--- config.mk ---
export PLATFORM = sky130hd
export DESIGN_NAME = mpeg_start_code_scanner_flat
export DESIGN_NICKNAME = d
export VERILOG_FILES = /design/src/rtl/mpeg_start_code_scanner_if.sv /design/src/rtl/mpeg_start_code_scanner.sv /design/src/flat_wrapper.sv
export SDC_FILE = /design/constraint.sdc
export NUM_CORES = 1
export LEC_CHECK = 0
export BUFFER_PORTS_ARGS = -buffer_cell sky130_fd_sc_hd__buf_2
export CORE_MARGIN = 2
export CORE_UTILIZATION = 45
export DETAILED_ROUTE_END_ITERATION = 8
export PLACE_DENSITY_LB_ADDON = 0.08
export SLEW_MARGIN = 5
export SYNTH_ARGS = -nofsm -noshare
export SYNTH_HDL_FRONTEND = slang
export SYNTH_SLANG_ARGS = --single-unit
--- constraint.sdc ---
create_clock -name clk -period 4.15 [get_ports clk]
set_clock_uncertainty 0.1 [all_clocks]
set_input_delay 0.6225 -clock clk [delete_from_list [all_inputs] [get_ports clk]]
set_output_delay 0.6225 -clock clk [all_outputs]
set_load 0.1 [all_outputs]
--- src/rtl/mpeg_start_code_scanner_if.sv ---
// rtl/mpeg_start_code_scanner_if.sv - byte-in / tagged-byte-out bundle for the start-code scanner
interface mpeg_start_code_scanner_if #(
  parameter int CNT_W = 32
);
  logic [7:0]       byte_in;
  logic             byte_in_en;
  logic             stream_end;
  logic [7:0]       byte_out;
  logic             byte_out_en;
  logic             sc_start;
  logic [7:0]       sc_code;
  logic             sc_video;
  logic             done;
  logic [CNT_W-1:0] sc_cnt;
  logic [CNT_W-1:0] video_sc_cnt;

  modport master (
    output byte_in, byte_in_en, stream_end,
    input  byte_out, byte_out_en, sc_start, sc_code, sc_video, done, sc_cnt, video_sc_cnt
  );

  modport slave (
    input  byte_in, byte_in_en, stream_end,
    output byte_out, byte_out_en, sc_start, sc_code, sc_video, done, sc_cnt, video_sc_cnt
  );
endinterface

--- src/rtl/mpeg_start_code_scanner.sv ---
// rtl/mpeg_start_code_scanner.sv - MPEG 00 00 01 xx start-code tagger with 4-byte delay window
module mpeg_start_code_scanner #(
  parameter logic [7:0] VIDEO_LO = 8'hE0,
  parameter logic [7:0] VIDEO_HI = 8'hEF,
  parameter int         CNT_W    = 32
) (
  input logic                       clk,
  input logic                       rst,
  input logic                       clk_en,
  mpeg_start_code_scanner_if.slave  sif
);

  logic [3:0][7:0] win;
  logic [2:0]      fill;
  logic            end_latched;

  logic            accept;
  logic            flush;
  logic            emit;
  logic [7:0]      oldest;
  logic            flag;
  logic            is_video;

  assign accept = sif.byte_in_en && !end_latched;
  assign flush  = end_latched && (fill != 3'd0);
  assign emit   = (accept && (fill == 3'd4)) || flush;

  // Valid bytes sit in win[0..fill-1]; the oldest one is the next to leave.
  always_comb begin
    oldest = win[3];
    case (fill)
      3'd1:    oldest = win[0];
      3'd2:    oldest = win[1];
      3'd3:    oldest = win[2];
      default: oldest = win[3];
    endcase
  end

  // A prefix can only be recognised when three newer bytes are present.
  assign flag     = (fill == 3'd4) && (win[3] == 8'h00) && (win[2] == 8'h00) && (win[1] == 8'h01);
  assign is_video = (win[0] >= VIDEO_LO) && (win[0] <= VIDEO_HI);

  always_ff @(posedge clk) begin
    if (rst) begin
      win              <= '0;
      fill             <= 3'd0;
      end_latched      <= 1'b0;
      sif.byte_out     <= 8'h00;
      sif.byte_out_en  <= 1'b0;
      sif.sc_start     <= 1'b0;
      sif.sc_code      <= 8'h00;
      sif.sc_video     <= 1'b0;
      sif.done         <= 1'b0;
      sif.sc_cnt       <= '0;
      sif.video_sc_cnt <= '0;
    end else begin
      sif.byte_out_en <= 1'b0;
      sif.sc_start    <= 1'b0;
      sif.sc_video    <= 1'b0;
      if (clk_en) begin
        if (emit) begin
          sif.byte_out_en <= 1'b1;
          sif.byte_out    <= oldest;
          sif.sc_start    <= flag;
          if (flag) begin
            sif.sc_code  <= win[0];
            sif.sc_video <= is_video;
            sif.sc_cnt   <= sif.sc_cnt + {{(CNT_W-1){1'b0}}, 1'b1};
            if (is_video)
              sif.video_sc_cnt <= sif.video_sc_cnt + {{(CNT_W-1){1'b0}}, 1'b1};
          end
        end

        // Flush leaves the window in place and just shrinks fill toward the newest byte.
        if (accept) begin
          win  <= {win[2:0], sif.byte_in};
          fill <= (fill == 3'd4) ? 3'd4 : fill + 3'd1;
        end else if (flush) begin
          fill <= fill - 3'd1;
        end

        if (sif.stream_end)
          end_latched <= 1'b1;

        if (end_latched && (fill == 3'd0))
          sif.done <= 1'b1;
      end
    end
  end

endmodule

--- src/flat_wrapper.sv ---
// flat-port wrapper written by rule: the top's interface ports become plain ports
module mpeg_start_code_scanner_flat 
#(
  parameter logic [7:0] VIDEO_LO = 8'hE0,
  parameter logic [7:0] VIDEO_HI = 8'hEF,
  parameter int         CNT_W    = 32
)
  (clk, rst, clk_en, sif_byte_in, sif_byte_in_en, sif_stream_end, sif_byte_out, sif_byte_out_en, sif_sc_start, sif_sc_code, sif_sc_video, sif_done, sif_sc_cnt, sif_video_sc_cnt);
  mpeg_start_code_scanner_if #(.CNT_W(CNT_W)) sif_i ();
  input logic clk;
  input logic rst;
  input logic clk_en;
  input wire logic [$bits(sif_i.byte_in)-1:0] sif_byte_in;
  input wire logic [$bits(sif_i.byte_in_en)-1:0] sif_byte_in_en;
  input wire logic [$bits(sif_i.stream_end)-1:0] sif_stream_end;
  output wire logic [$bits(sif_i.byte_out)-1:0] sif_byte_out;
  output wire logic [$bits(sif_i.byte_out_en)-1:0] sif_byte_out_en;
  output wire logic [$bits(sif_i.sc_start)-1:0] sif_sc_start;
  output wire logic [$bits(sif_i.sc_code)-1:0] sif_sc_code;
  output wire logic [$bits(sif_i.sc_video)-1:0] sif_sc_video;
  output wire logic [$bits(sif_i.done)-1:0] sif_done;
  output wire logic [$bits(sif_i.sc_cnt)-1:0] sif_sc_cnt;
  output wire logic [$bits(sif_i.video_sc_cnt)-1:0] sif_video_sc_cnt;
  assign sif_i.byte_in = sif_byte_in;
  assign sif_i.byte_in_en = sif_byte_in_en;
  assign sif_i.stream_end = sif_stream_end;
  assign sif_byte_out = sif_i.byte_out;
  assign sif_byte_out_en = sif_i.byte_out_en;
  assign sif_sc_start = sif_i.sc_start;
  assign sif_sc_code = sif_i.sc_code;
  assign sif_sc_video = sif_i.sc_video;
  assign sif_done = sif_i.done;
  assign sif_sc_cnt = sif_i.sc_cnt;
  assign sif_video_sc_cnt = sif_i.video_sc_cnt;
  mpeg_start_code_scanner #(.VIDEO_LO(VIDEO_LO), .VIDEO_HI(VIDEO_HI), .CNT_W(CNT_W)) u_core (.clk(clk), .rst(rst), .clk_en(clk_en), .sif(sif_i));
endmodule
-- After elaboration in Yosys (flattened, before gate mapping)
Index checks and enable logic that the tools add are counted.
- register bits after elaboration: 120
- multiplexer cells: 5
- equal/unequal tests: 5
- $add $sub $neg: 4
- reduce and logical (&&, ||, !) cells: 25
- order comparisons: 2
- bitwise gates (word level): 3
- operator list (cell ; count):
    adder 32 x 1 -> 32 bit, second input constant ; 2
    case mux 8 bit (3 select lines) ; 1
    logical NOT 8 bit ; 2
    AND reduction 2 bit ; 5
    two-way mux 3 bit ; 3
    equality test 8 x 1 -> 1 bit, second input constant ; 1
    greater-or-equal comparator 8 bit, second input constant ; 1
    <= comparator 8 bit, second input constant ; 1
    logical AND 1 bit ; 8
    equality test 3 x 2 -> 1 bit, second input constant ; 2
    AND reduction 4 bit ; 1
    OR reduction 4 bit ; 1
    adder 3 x 1 -> 3 bit, second input constant ; 1
    equality test 3 x 1 -> 1 bit, second input constant ; 1
    equality test 3 bit, second input constant ; 1
    logical NOT 3 bit ; 1
    NOT 1 bit ; 3
    AND reduction 3 bit ; 1
    nonzero test 3 bit ; 1
    OR reduction 3 bit ; 1
    subtractor 3 x 1 -> 3 bit, second input constant ; 1
    nonzero test 2 bit ; 1
    OR reduction 2 bit ; 1
    logical NOT 1 bit ; 1
    2 further kinds ; 2

-- Depth between registers and ports, before layout
Gate-level depths: netlist of run 1.
- word-level depth: 6
- depth in mapped cells: 10
- depth with buffers taken out: 7

-- Worst setup path before layout of run 1
No wires, ideal clock.
- path type: register to register
- from: register u_core.sif.sc_cnt[11]
- to: register u_core.sif.sc_cnt[29]
- data required time: 3980 ps
- arrival time: 2735 ps
- cell stages (with the launch flop): 6
- buffers on the path: 0
- library setup time: 70 ps
- path slack: 1244 ps
- cell sequence: dfxtp_1 nand4_1 nor4_2 nand4_1 or4_1 a21oi_1
- word-level cells in the longest chain between the ends: 1
- ends and longest elaborated chain (element ; RTL line ; text):
    start, declared ; mpeg_start_code_scanner_if.sv:24 ; output byte_out, byte_out_en, sc_start, sc_code, sc_video, done, sc_cnt, video_sc_cnt
    start signal, assigned ; mpeg_start_code_scanner.sv:68 ; sif.sc_cnt <= sif.sc_cnt + {{(CNT_W-1){1'b0}}, 1'b1};
    adder 32 x 1 -> 32 bit ; mpeg_start_code_scanner.sv:68 ;
No other way between the ends.
A chain may end at the register's enable or synchronous reset.

-- Worst setup path in the final report of run 1
- from: register u_core.fill[0]
- to: register u_core.sif.sc_cnt[15]
- word-level cells in the longest chain between the ends: 5
- elaborated cells on any way between the ends: 9
- classes of those cells: 1 x eq/ne; 8 x reduce/logical
- ends and longest elaborated chain (element ; RTL line ; text):
    start, declared ; mpeg_start_code_scanner.sv:14 ; logic [2:0] fill;
    start signal, assigned ; mpeg_start_code_scanner.sv:77 ; fill <= (fill == 3'd4) ? 3'd4 : fill + 3'd1;
    start signal, assigned ; mpeg_start_code_scanner.sv:79 ; fill <= fill - 3'd1;
    equality test 3 bit ; mpeg_start_code_scanner.sv:26, mpeg_start_code_scanner.sv:40 ;
    logical AND 1 bit (3 in a row) ; mpeg_start_code_scanner.sv:40 ; assign flag = (fill == 3'd4) && (win[3] == 8'h00) && (win[2] == 8'h00) && (win[1] == 8'h01);
    AND reduction 3 bit (no line) * ; - ;
Every way passes the cells marked *; elsewhere a longest branch is shown, timed or not.

==> flow_metrics.env, run 1 <==
export IMPL_die_h_um=115
export IMPL_totalNegativeSetupSlack_ps=0
export IMPL_antenna_found_initial=0
export IMPL_arrival_ps=3370
export IMPL_drive_above_1_share=0.187
export IMPL_grt_pass1_vias=4774
export IMPL_cts_root_buf="clkbuf_16"
export IMPL_async_flop_share=0
export IMPL_port_buffers=96
export IMPL_clock_latency_ps=420
export IMPL_holdBufCountCts=0
export IMPL_worst_ir_drop_vdd_mv=0.339
export IMPL_netlist_area_mm2=0.00551
export IMPL_drc=0
export IMPL_firstDrtPassIters=5
export IMPL_critPathMaxStageDelay_ps=760
export IMPL_timing_final_crit_share=0.756
export IMPL_synth_cell_types=47
export IMPL_crit_chain="inv_1 -> ha_1 -> and2_1 -> and4_1 -> nand2_1 -> or4_1 -> a21oi_1"
export IMPL_grt_max_degree=103
export IMPL_chipWidth_um=115
export IMPL_drt_total_wl_um=14600
export IMPL_worstHoldPathCells=3
export IMPL_cp_end_kind="flip-flop"
export IMPL_finalHoldViolCount=0
export IMPL_slew_headroom=0.222
export IMPL_crit_required_ps=4380
export IMPL_htreeDepth=4
export IMPL_grt_use_total=0.220
export IMPL_start_kind="flip-flop"
export IMPL_synth_flop_cell="dfxtp_1"
export IMPL_rrSetupSlack_ps=1010
export IMPL_multi_input_area_mm2=0.00287
export IMPL_insertedDiodeCount=0
export IMPL_cp_slowest_cell="or4_1"
export IMPL_routedWlPerCell_um=16.0
export IMPL_cp_max_fo=40
export IMPL_cts_resized=0
export IMPL_nets=772
export IMPL_dr_total_vias=5414
export IMPL_io_pins=97
export IMPL_grt_pass1_wl_um=23200
export IMPL_synth_edff_count=0
export IMPL_place_gp_congestion=0.777
export IMPL_holdWs_ps=342
export IMPL_post_cts_setup_buffers=0
export IMPL_coreArea_mm2=0.0120
export IMPL_postSynthCellCount=678
export IMPL_hpwl_um=9650
export IMPL_hp_class="in -> reg"
export IMPL_drt_iter0_markers=417
export IMPL_regArea_mm2=0.00240
export IMPL_avgSynthCellArea_um2=8.12
export IMPL_postRouteAntennaNets=0
export IMPL_slew_violations=0
export IMPL_setup_viol=0
export IMPL_ys_seq_elements=120
export IMPL_status="finished, final reports clean"
export IMPL_cts_sinks=120
export IMPL_rsz0062_at_grt="false"
export IMPL_rows=40
export IMPL_holdCritStartpoint="sif_byte_in[5]"
export IMPL_fmax_ghz=0.319
export IMPL_initial_core_util=0.460
export IMPL_syn_nets=699
export IMPL_viasPerCell=5.94
export IMPL_power_density_mw_per_mm2=445
export IMPL_die_area_mm2=0.0131
export IMPL_clock_path_buffers=2
export IMPL_crit_type="reg -> reg"
export IMPL_area_growth_pct=21.3
export IMPL_p_leak_nw=2.41
export IMPL_yosys_warnings=0
export IMPL_grt_overflow=0
export IMPL_cts_tree="built"
export IMPL_cap_violations=0
export IMPL_min_period_ps=3140
export IMPL_fillCellCount=1161
export IMPL_path_clk_slew_ps=50
export IMPL_hold_end="u_core.win[5]$_SDFFE_PP0P_"
export IMPL_worst_pin_slew_ps=1160
export IMPL_r2r_start="u_core.fill[0]$_SDFFE_PP0P_"
export IMPL_r2r_end="u_core.sif.sc_cnt[15]$_SDFFE_PP0P_"
export IMPL_numCtsBuffers=17
export IMPL_r2r_cells=7
export IMPL_ys_seq_area_frac=0.436
[layer usage]
layer,part of all wire,vias to the layer above,GRT usage
li1,-,2671,-
met4,0.011,0,0.0886
met3,0.041,13,0.0482
met2,0.50,124,0.366
met5,0,-,0
met1,0.45,2606,0.277
[logic make-up (layout without fill, tap and decap cells)]
| group | after synthesis | after routing | synth area share |
|---|---|---|---|
| buf+inv | 62 | 148 | 0.0427 |
| xor+xnor | 13 | 13 | 0.0207 |
| fa+ha+maj | 8 | 8 | 0.0182 |
| flops | 120 | 120 | 0.436 |
| mux | 4 | 4 | 0.00773 |
| compound gates | 172 | 172 | 0.190 |
| simple gates | 299 | 299 | 0.284 |
[synth_stat cells, types with 5 or more instances]
cell | n | area [um^2]
a222oi_1 | 8 | 80.1
nor2b_1 | 5 | 31.3
or3_1 | 14 | 87.6
o31ai_1 | 30 | 225
nand4_1 | 25 | 156
nor3_1 | 8 | 40.0
nand2_1 | 103 | 387
and3_1 | 12 | 75.1
inv_1 | 14 | 52.6
and4_1 | 5 | 43.8
ha_1 | 8 | 100
a311oi_1 | 9 | 78.8
or4_1 | 30 | 225
o21ai_0 | 26 | 130
clkbuf_1 | 43 | 161
a21oi_1 | 88 | 440
nor4_1 | 13 | 81.3
xnor2_1 | 10 | 87.6
nor2_1 | 41 | 154
dfxtp_1 | 120 | 2400
nand3_1 | 26 | 130
[state kept, by name (all words and copies together) (netlist names)]
signal	count
u_core.sif.byte_out_en	1
u_core.sif.done	1
u_core.sif.sc_code	8
u_core.sif.sc_video	1
u_core.end_latched	1
u_core.win	32
u_core.sif.byte_out	8
u_core.sif.sc_start	1
u_core.fill	3
u_core.sif.video_sc_cnt	32
u_core.sif.sc_cnt	32
[placed cells by master (no fill, tap or decap), drive strengths merged, types with 8 or more instances in the layout]
master and n:
a311oi 9, nand4 25, buf 102, nand2 103, nor3 8, o31ai 30, dfxtp 120, nor2 41
nor4 16, o21ai 26, nand3 26, clkbuf 24, and3 12, a222oi 8, or4 30, a21oi 88
inv 14, ha 8, or3 14, xnor2 10
[worst max-delay path, delay by kind of cell (launching register included)]
kind                       cells  cell delay, ps
adders and majority gates      1             270
AOI/OAI and AO/OA              1             170
buffers and inverters          1             140
DFF                            1             390
and+or+nand+nor                4            1980
[per-stage QoR]
| stage | util | power (mW) | area (um^2) | cells | setup WS (ps) |
|---|---|---|---|---|---|
| 4_1_cts | 0.558 | 2.99 | 6680 | 911 | 1010 |
| 3_3_place_gp | 0.505 | 1.40 | 6040 | 879 | 1160 |
| 5_1_grt | 0.558 | 3.06 | 6680 | 911 | 692 |
| 2_1_floorplan | - | 1.36 | 5510 | 678 | 1240 |
| 6_report | 0.558 | 2.97 | 6680 | 911 | 1010 |
| 3_5_place_dp | 0.505 | 1.40 | 6040 | 879 | 1050 |
[cell type report]
class / instances / share of cell area
Timing Repair Buffer: 102 / 0.0791
Tap cell: 147 / 0.0275
Sequential cell: 120 / 0.360
Multi-Input combinational cell: 496 / 0.430
Inverter: 14 / 0.00787
Clock inverter: 8 / 0.0210
Clock buffer: 24 / 0.0751
[power by group]
part | internal [mW] | switching, mW
combinational | 0.0423 | 0.148
sequential | 1.17 | 0.0185
clock | 1.08 | 0.511
[how the worst max path moves through the flow]
stage,depth (start not counted),slack [ps],end,start
floorplan,5,1240,u_core.sif.sc_cnt[29]$_SDFFE_PP0P_,u_core.sif.sc_cnt[11]$_SDFFE_PP0P_
global placement,7,1160,u_core.sif.sc_cnt[16]$_SDFFE_PP0P_,u_core.fill[0]$_SDFFE_PP0P_
detailed placement,7,1050,u_core.sif.sc_cnt[15]$_SDFFE_PP0P_,u_core.fill[0]$_SDFFE_PP0P_
CTS,7,1010,u_core.sif.sc_cnt[15]$_SDFFE_PP0P_,u_core.fill[0]$_SDFFE_PP0P_
global route,7,690,u_core.sif.sc_cnt[16]$_SDFFE_PP0P_,u_core.fill[0]$_SDFFE_PP0P_
finish,7,1010,u_core.sif.sc_cnt[15]$_SDFFE_PP0P_,u_core.fill[0]$_SDFFE_PP0P_
Power figures use the tool's default switching activity.
==> run 2, diff against run 1 <==
==> constraint.sdc (replaced) <==
create_clock -name clk -period 2.7 [get_ports clk]
set_clock_uncertainty 0.1 [all_clocks]
set_input_delay 0.405 -clock clk [delete_from_list [all_inputs] [get_ports clk]]
set_output_delay 0.405 -clock clk [all_outputs]
set_load 0.1 [all_outputs]
==> flow_metrics.env, run 2 (same netlist as run 1, synthesis figures left out) <==
export IMPL_drt_total_wl_um=14600
export IMPL_grt_pass1_vias=5076
export IMPL_mostFrequentLayoutCells="dfxtp_1, nand2_1, buf_2"
export IMPL_firstDrtPassIters=5
export IMPL_initial_core_util=0.460
export IMPL_cap_violations=0
export IMPL_rsz0062_at_grt="false"
export IMPL_path_clk_slew_ps=50
export IMPL_wl_met1_um=6540
export IMPL_io_pins=97
export IMPL_finalHoldViolCount=0
export IMPL_hpwl_um=10000
export IMPL_port_buffers=96
export IMPL_top_layer="met4"
export IMPL_crit_required_ps=2940
export IMPL_arrival_ps=2700
export IMPL_nets=794
export IMPL_dr_total_vias=5476
export IMPL_htreeDepth=4
export IMPL_internal_power_mw=3.62
export IMPL_start_kind="flip-flop"
export IMPL_fmax_ghz=0.407
export IMPL_grt_pass1_wl_um=23800
export IMPL_drc=0
export IMPL_finalPower_mw=4.74
export IMPL_grt_use_total=0.224
export IMPL_setup_slack_ps=240
export IMPL_slew_headroom=0.630
export IMPL_final_common_cell="dfxtp_1"
export IMPL_worst_ir_drop_vdd_mv=0.437
export IMPL_numCtsBuffers=17
export IMPL_area_growth_pct=25.8
export IMPL_p_leak_nw=2.53
export IMPL_clock_latency_ps=420
export IMPL_cts_tree="built"
export IMPL_cts_root_buf="clkbuf_16"
export IMPL_stdcell_count=933
export IMPL_pre_cts_ws_ps=34.2
export IMPL_postRouteAntennaNets=0
export IMPL_drt_iter0_markers=345
export IMPL_coreArea_mm2=0.0120
export IMPL_slew_violations=0
export IMPL_grt_overflow=0
export IMPL_chipWidth_um=115
export IMPL_timing_final_crit_share=0.911
export IMPL_drive_above_1_share=0.238
export IMPL_setup_viol=0
export IMPL_power_frac_seq=0.384
export IMPL_grt_max_degree=53
export IMPL_comb_power_share=0.071
export IMPL_crit_type="reg -> reg"
export IMPL_die_h_um=115
export IMPL_totalNegativeSetupSlack_ps=0
export IMPL_p_sw_mw=1.12
export IMPL_antenna_found_initial=0
export IMPL_reg_top3="u_core.sif.sc_cnt: 32 flops, u_core.sif.video_sc_cnt: 32 flops, u_core.win: 32 flops"
export IMPL_sw_frac_of_total=0.236
export IMPL_pwr_share_clk=0.545
export IMPL_hp_class="in -> reg"
export IMPL_post_dp_cell_area_mm2=0.00623
export IMPL_fin_area_mm2=0.00693
export IMPL_place_gp_congestion=0.815
export IMPL_cp_end_kind="flip-flop"
export IMPL_rows=40
export IMPL_met3WireLength_um=545
export IMPL_placed_cells=901
export IMPL_cp_max_fo=7
export IMPL_status="finished, final reports clean"
export IMPL_min_period_ps=2460
export IMPL_viasPerCell=5.87
export IMPL_cts_sinks=120
export IMPL_insertedDiodeCount=0
export IMPL_post_cts_setup_buffers=0
export IMPL_power_density_mw_per_mm2=684
export IMPL_met2_length_um=7270
export IMPL_worst_pin_slew_ps=554
export IMPL_routedWlPerCell_um=15.6
export IMPL_die_area_mm2=0.0131
export IMPL_clock_path_buffers=2
-- run 2: changes by cell type in the layout (fill, tap and decap cells not counted), sizes merged --
cell and change:
clkbuf -7, clkinvlp +4, inv +1, buf +22
bufinv +2
-- run 2: path summary, 6_finish.rpt --
kind | from | to | slack (ps) | cells past startpoint
max reg2reg | u_core.fill[1]$_SDFFE_PP0P_ | u_core.sif.video_sc_cnt[16]$_SDFFE_PP0P_ | 240 | 7
min reg2reg | u_core.sif.sc_code[5]$_SDFFE_PP0P_ | u_core.sif.sc_code[5]$_SDFFE_PP0P_ | 370 | 2
max | u_core.fill[1]$_SDFFE_PP0P_ | u_core.sif.video_sc_cnt[16]$_SDFFE_PP0P_ | 240 | 7
min | sif_stream_end | u_core.end_latched$_SDFFE_PP0P_ | 120 | 3
-- run 2: through the flow --
| stage | hold WS, ps | utilization |
|---|---|---|
| 2_1_floorplan | 349 | - |
| 3_3_place_gp | 359 | 0.521 |
| 3_5_place_dp | 364 | 0.521 |
| 6_report | 115 | 0.579 |
| 5_1_grt | 134 | 0.579 |
| 4_1_cts | 104 | 0.578 |
-- run 2: what timing repair did --
| action | 4_1_cts | 5_1_grt |
|---|---|---|
| endpoints found under the setup margin | 0 | 29 |
| gates resized for setup | 0 | 4 |
| hold buffers | 0 | 0 |
-- run 2: per-layer routing --
metal | track usage | up-vias
met2 | 0.378 | 115
met1 | 0.276 | 2639
li1 | - | 2707
met4 | 0.0919 | 0
met5 | 0 | -
met3 | 0.0498 | 15
-- run 2: critical path, cell delays in order, from the launching register on --
cell	delay (ps)
dfxtp_1	330
inv_1	120
ha_2	240
and2_1	180
nand4_1	170
or4_4	600
or4_1	480
a21oi_1	160
-- run 2: cell type report --
cell class / instances / area (um^2)
Clock buffer: 17 / 425
Clock inverter: 15 / 250
Fill cell: 1120 / 5040
Inverter: 14 / 52.6
Multi-Input combinational cell: 496 / 2890
Sequential cell: 120 / 2420
Tap cell: 147 / 184
Timing Repair Buffer: 124 / 706
-- run 2: power groups by stage --
| stage | combinational, mW | sequential, mW | clock (mW) |
|---|---|---|---|
| 2_1_floorplan | 0.146 | 1.94 | 0 |
| 3_3_place_gp | 0.325 | 1.86 | 0 |
| 3_5_place_dp | 0.330 | 1.86 | 0 |
| 4_1_cts | 0.332 | 1.82 | 2.63 |
| 5_1_grt | 0.361 | 1.82 | 2.71 |
| 6_report | 0.334 | 1.82 | 2.58 |
==> run 3, diff against run 2 <==
--- a/config.mk
+++ b/config.mk
@@ -6,8 +6,8 @@
 export NUM_CORES = 1
 export LEC_CHECK = 0
 export BUFFER_PORTS_ARGS = -buffer_cell sky130_fd_sc_hd__buf_2
-export CORE_MARGIN = 2
-export CORE_UTILIZATION = 45
+export CORE_MARGIN = 4
+export CORE_UTILIZATION = 50
 export DETAILED_ROUTE_END_ITERATION = 8
 export PLACE_DENSITY_LB_ADDON = 0.08
 export SLEW_MARGIN = 5
==> flow_metrics.env, run 3 (same netlist as run 1, synthesis figures left out) <==
export IMPL_status="finished, final reports clean"
export IMPL_cap_violations=0
export IMPL_io_pins=97
export IMPL_post_dp_cell_area_mm2=0.00622
export IMPL_insertedDiodeCount=0
export IMPL_drt_total_wl_um=14700
export IMPL_path_clk_slew_ps=60
export IMPL_worst_pin_slew_ps=637
export IMPL_initial_core_util=0.510
export IMPL_finalHoldViolCount=0
export IMPL_crit_chain="inv_1 -> ha_1 -> and2_1 -> nand4_1 -> or4_4 -> buf_4 -> o41ai_1 -> a21oi_1"
export IMPL_cp_end_kind="flip-flop"
export IMPL_grt_pass1_wl_um=24400
export IMPL_htreeDepth=4
export IMPL_cts_sinks=120
export IMPL_antenna_found_initial=0
export IMPL_grt_util_met3=0.0508
export IMPL_grt_max_degree=61
export IMPL_cp_slowest_cell="or4_4"
export IMPL_clock_latency_ps=530
export IMPL_top_usage_layer="met2"
export IMPL_cp_max_fo=7
export IMPL_place_gp_congestion=0.810
export IMPL_crit_required_ps=2980
export IMPL_slew_violations=0
export IMPL_fmax_ghz=0.396
export IMPL_port_buffers=96
export IMPL_die_area_mm2=0.0128
export IMPL_clock_path_buffers=2
export IMPL_min_period_ps=2530
export IMPL_cts_root_buf="clkbuf_8"
export IMPL_drt_iter0_markers=478
export IMPL_dr_total_vias=5509
export IMPL_slew_headroom=0.575
export IMPL_reg_top3="u_core.sif.sc_cnt: 32 flops, u_core.sif.video_sc_cnt: 32 flops, u_core.win: 32 flops"
export IMPL_hpwl_um=9910
export IMPL_rows=38
export IMPL_viasPerCell=5.93
export IMPL_crit_type="reg -> reg"
export IMPL_p_leak_nw=2.54
export IMPL_fin_area_mm2=0.00692
export IMPL_routedWlPerCell_um=15.9
export IMPL_timing_final_crit_share=0.936
export IMPL_start_kind="flip-flop"
export IMPL_power_density_mw_per_mm2=667
export IMPL_holdWs_ps=18.5
export IMPL_setup_viol=0
export IMPL_hp_class="in -> reg"
export IMPL_postRouteAntennaNets=0
export IMPL_nets=797
export IMPL_grt_overflow=0
export IMPL_chipWidth_um=113
export IMPL_grt_util_met2=0.385
export IMPL_final_common_cell="dfxtp_1"
export IMPL_cts_tree="built"
export IMPL_mostFrequentLayoutCells="dfxtp_1, nand2_1, buf_2"
export IMPL_area_growth_pct=25.6
export IMPL_grt_pass1_vias=5058
export IMPL_drc=0
export IMPL_numCtsBuffers=17
export IMPL_worst_ir_drop_vdd_mv=0.522
export IMPL_firstDrtPassIters=5
export IMPL_drive_above_1_share=0.241
export IMPL_grtUsageMet1=0.289
export IMPL_coreArea_mm2=0.0108
export IMPL_finalPower_mw=4.62
export IMPL_grt_use_total=0.233
export IMPL_arrival_ps=2810
export IMPL_critPathMaxStageDelay_ps=600
export IMPL_die_h_um=113
export IMPL_rsz0062_at_grt="false"
run 3: cell count changes in the layout (fill, tap and decap cells not counted), sizes merged:
cell	delta
buf	+2
bufinv	-1
clkbuf	+2
clkinv	+1
clkinvlp	-2
dlygate4sd3	+1
run 3: routing by layer:
layer | up-vias | wire length [um]
met5 | - | 0
met4 | 0 | 331
met3 | 27 | 669
met2 | 139 | 7230
met1 | 2628 | 6510
li1 | 2715 | -
run 3: metrics by stage:
step	setup TNS [ps]	instances	util	setup WS, ps
final	0	929	0.641	172
after global placement	0	894	0.577	73.0
after global routing	0	929	0.641	9.87
after floorplan	-62.1	678	-	-62.1
after CTS	0	927	0.638	57.2
after detailed placement	-84.0	894	0.577	-45.4
run 3: area by class of cell:
class	count	area, um^2
inverters	14	52.6
multi-input cells	496	2900
clock inverters	13	199
repair buffers	127	731
fillers	943	3880
well taps	140	175
clock buffers	19	442
flip-flops and latches	120	2420
run 3: path summary, 6_finish.rpt:
kind	from	to	slack, ps	depth (start not counted)
hold reg to reg	u_core.sif.sc_code[0]$_SDFFE_PP0P_	u_core.sif.sc_code[0]$_SDFFE_PP0P_	380	2
setup / recovery	u_core.fill[1]$_SDFFE_PP0P_	u_core.sif.video_sc_cnt[28]$_SDFFE_PP0P_	170	8
hold / removal	sif_stream_end	u_core.end_latched$_SDFFE_PP0P_	20	3
setup reg to reg	u_core.fill[1]$_SDFFE_PP0P_	u_core.sif.video_sc_cnt[28]$_SDFFE_PP0P_	170	8
run 3: worst max-delay path, delay by kind of cell, from the launching register on:
kind                       cells  cell delay [ps]
AOI/OAI and AO/OA              2              400
adders and majority gates      1              280
buffers and inverters          2              280
DFF                            1              340
and+or+nand+nor                3              970
run 3: where the power goes:
group	leakage, nW	total (mW)	switching, mW	internal, mW
logic	1.25	0.337	0.245	0.0918
registers	0.977	1.82	0.0208	1.80
clock network	0.314	2.46	0.826	1.63
total	2.54	4.62	1.09	3.52
run 3: repair_timing:
| item | in CTS | in global routing |
|---|---|---|
| pin swaps | 0 | 1 |
| gates cloned | 0 | 0 |
| gates resized for setup | 2 | 4 |
| endpoints found under the setup margin | 4 | 13 |
| hold buffers | 1 | 0 |
| endpoints found under the hold margin | 1 | 0 |
| setup buffers | 0 | 2 |
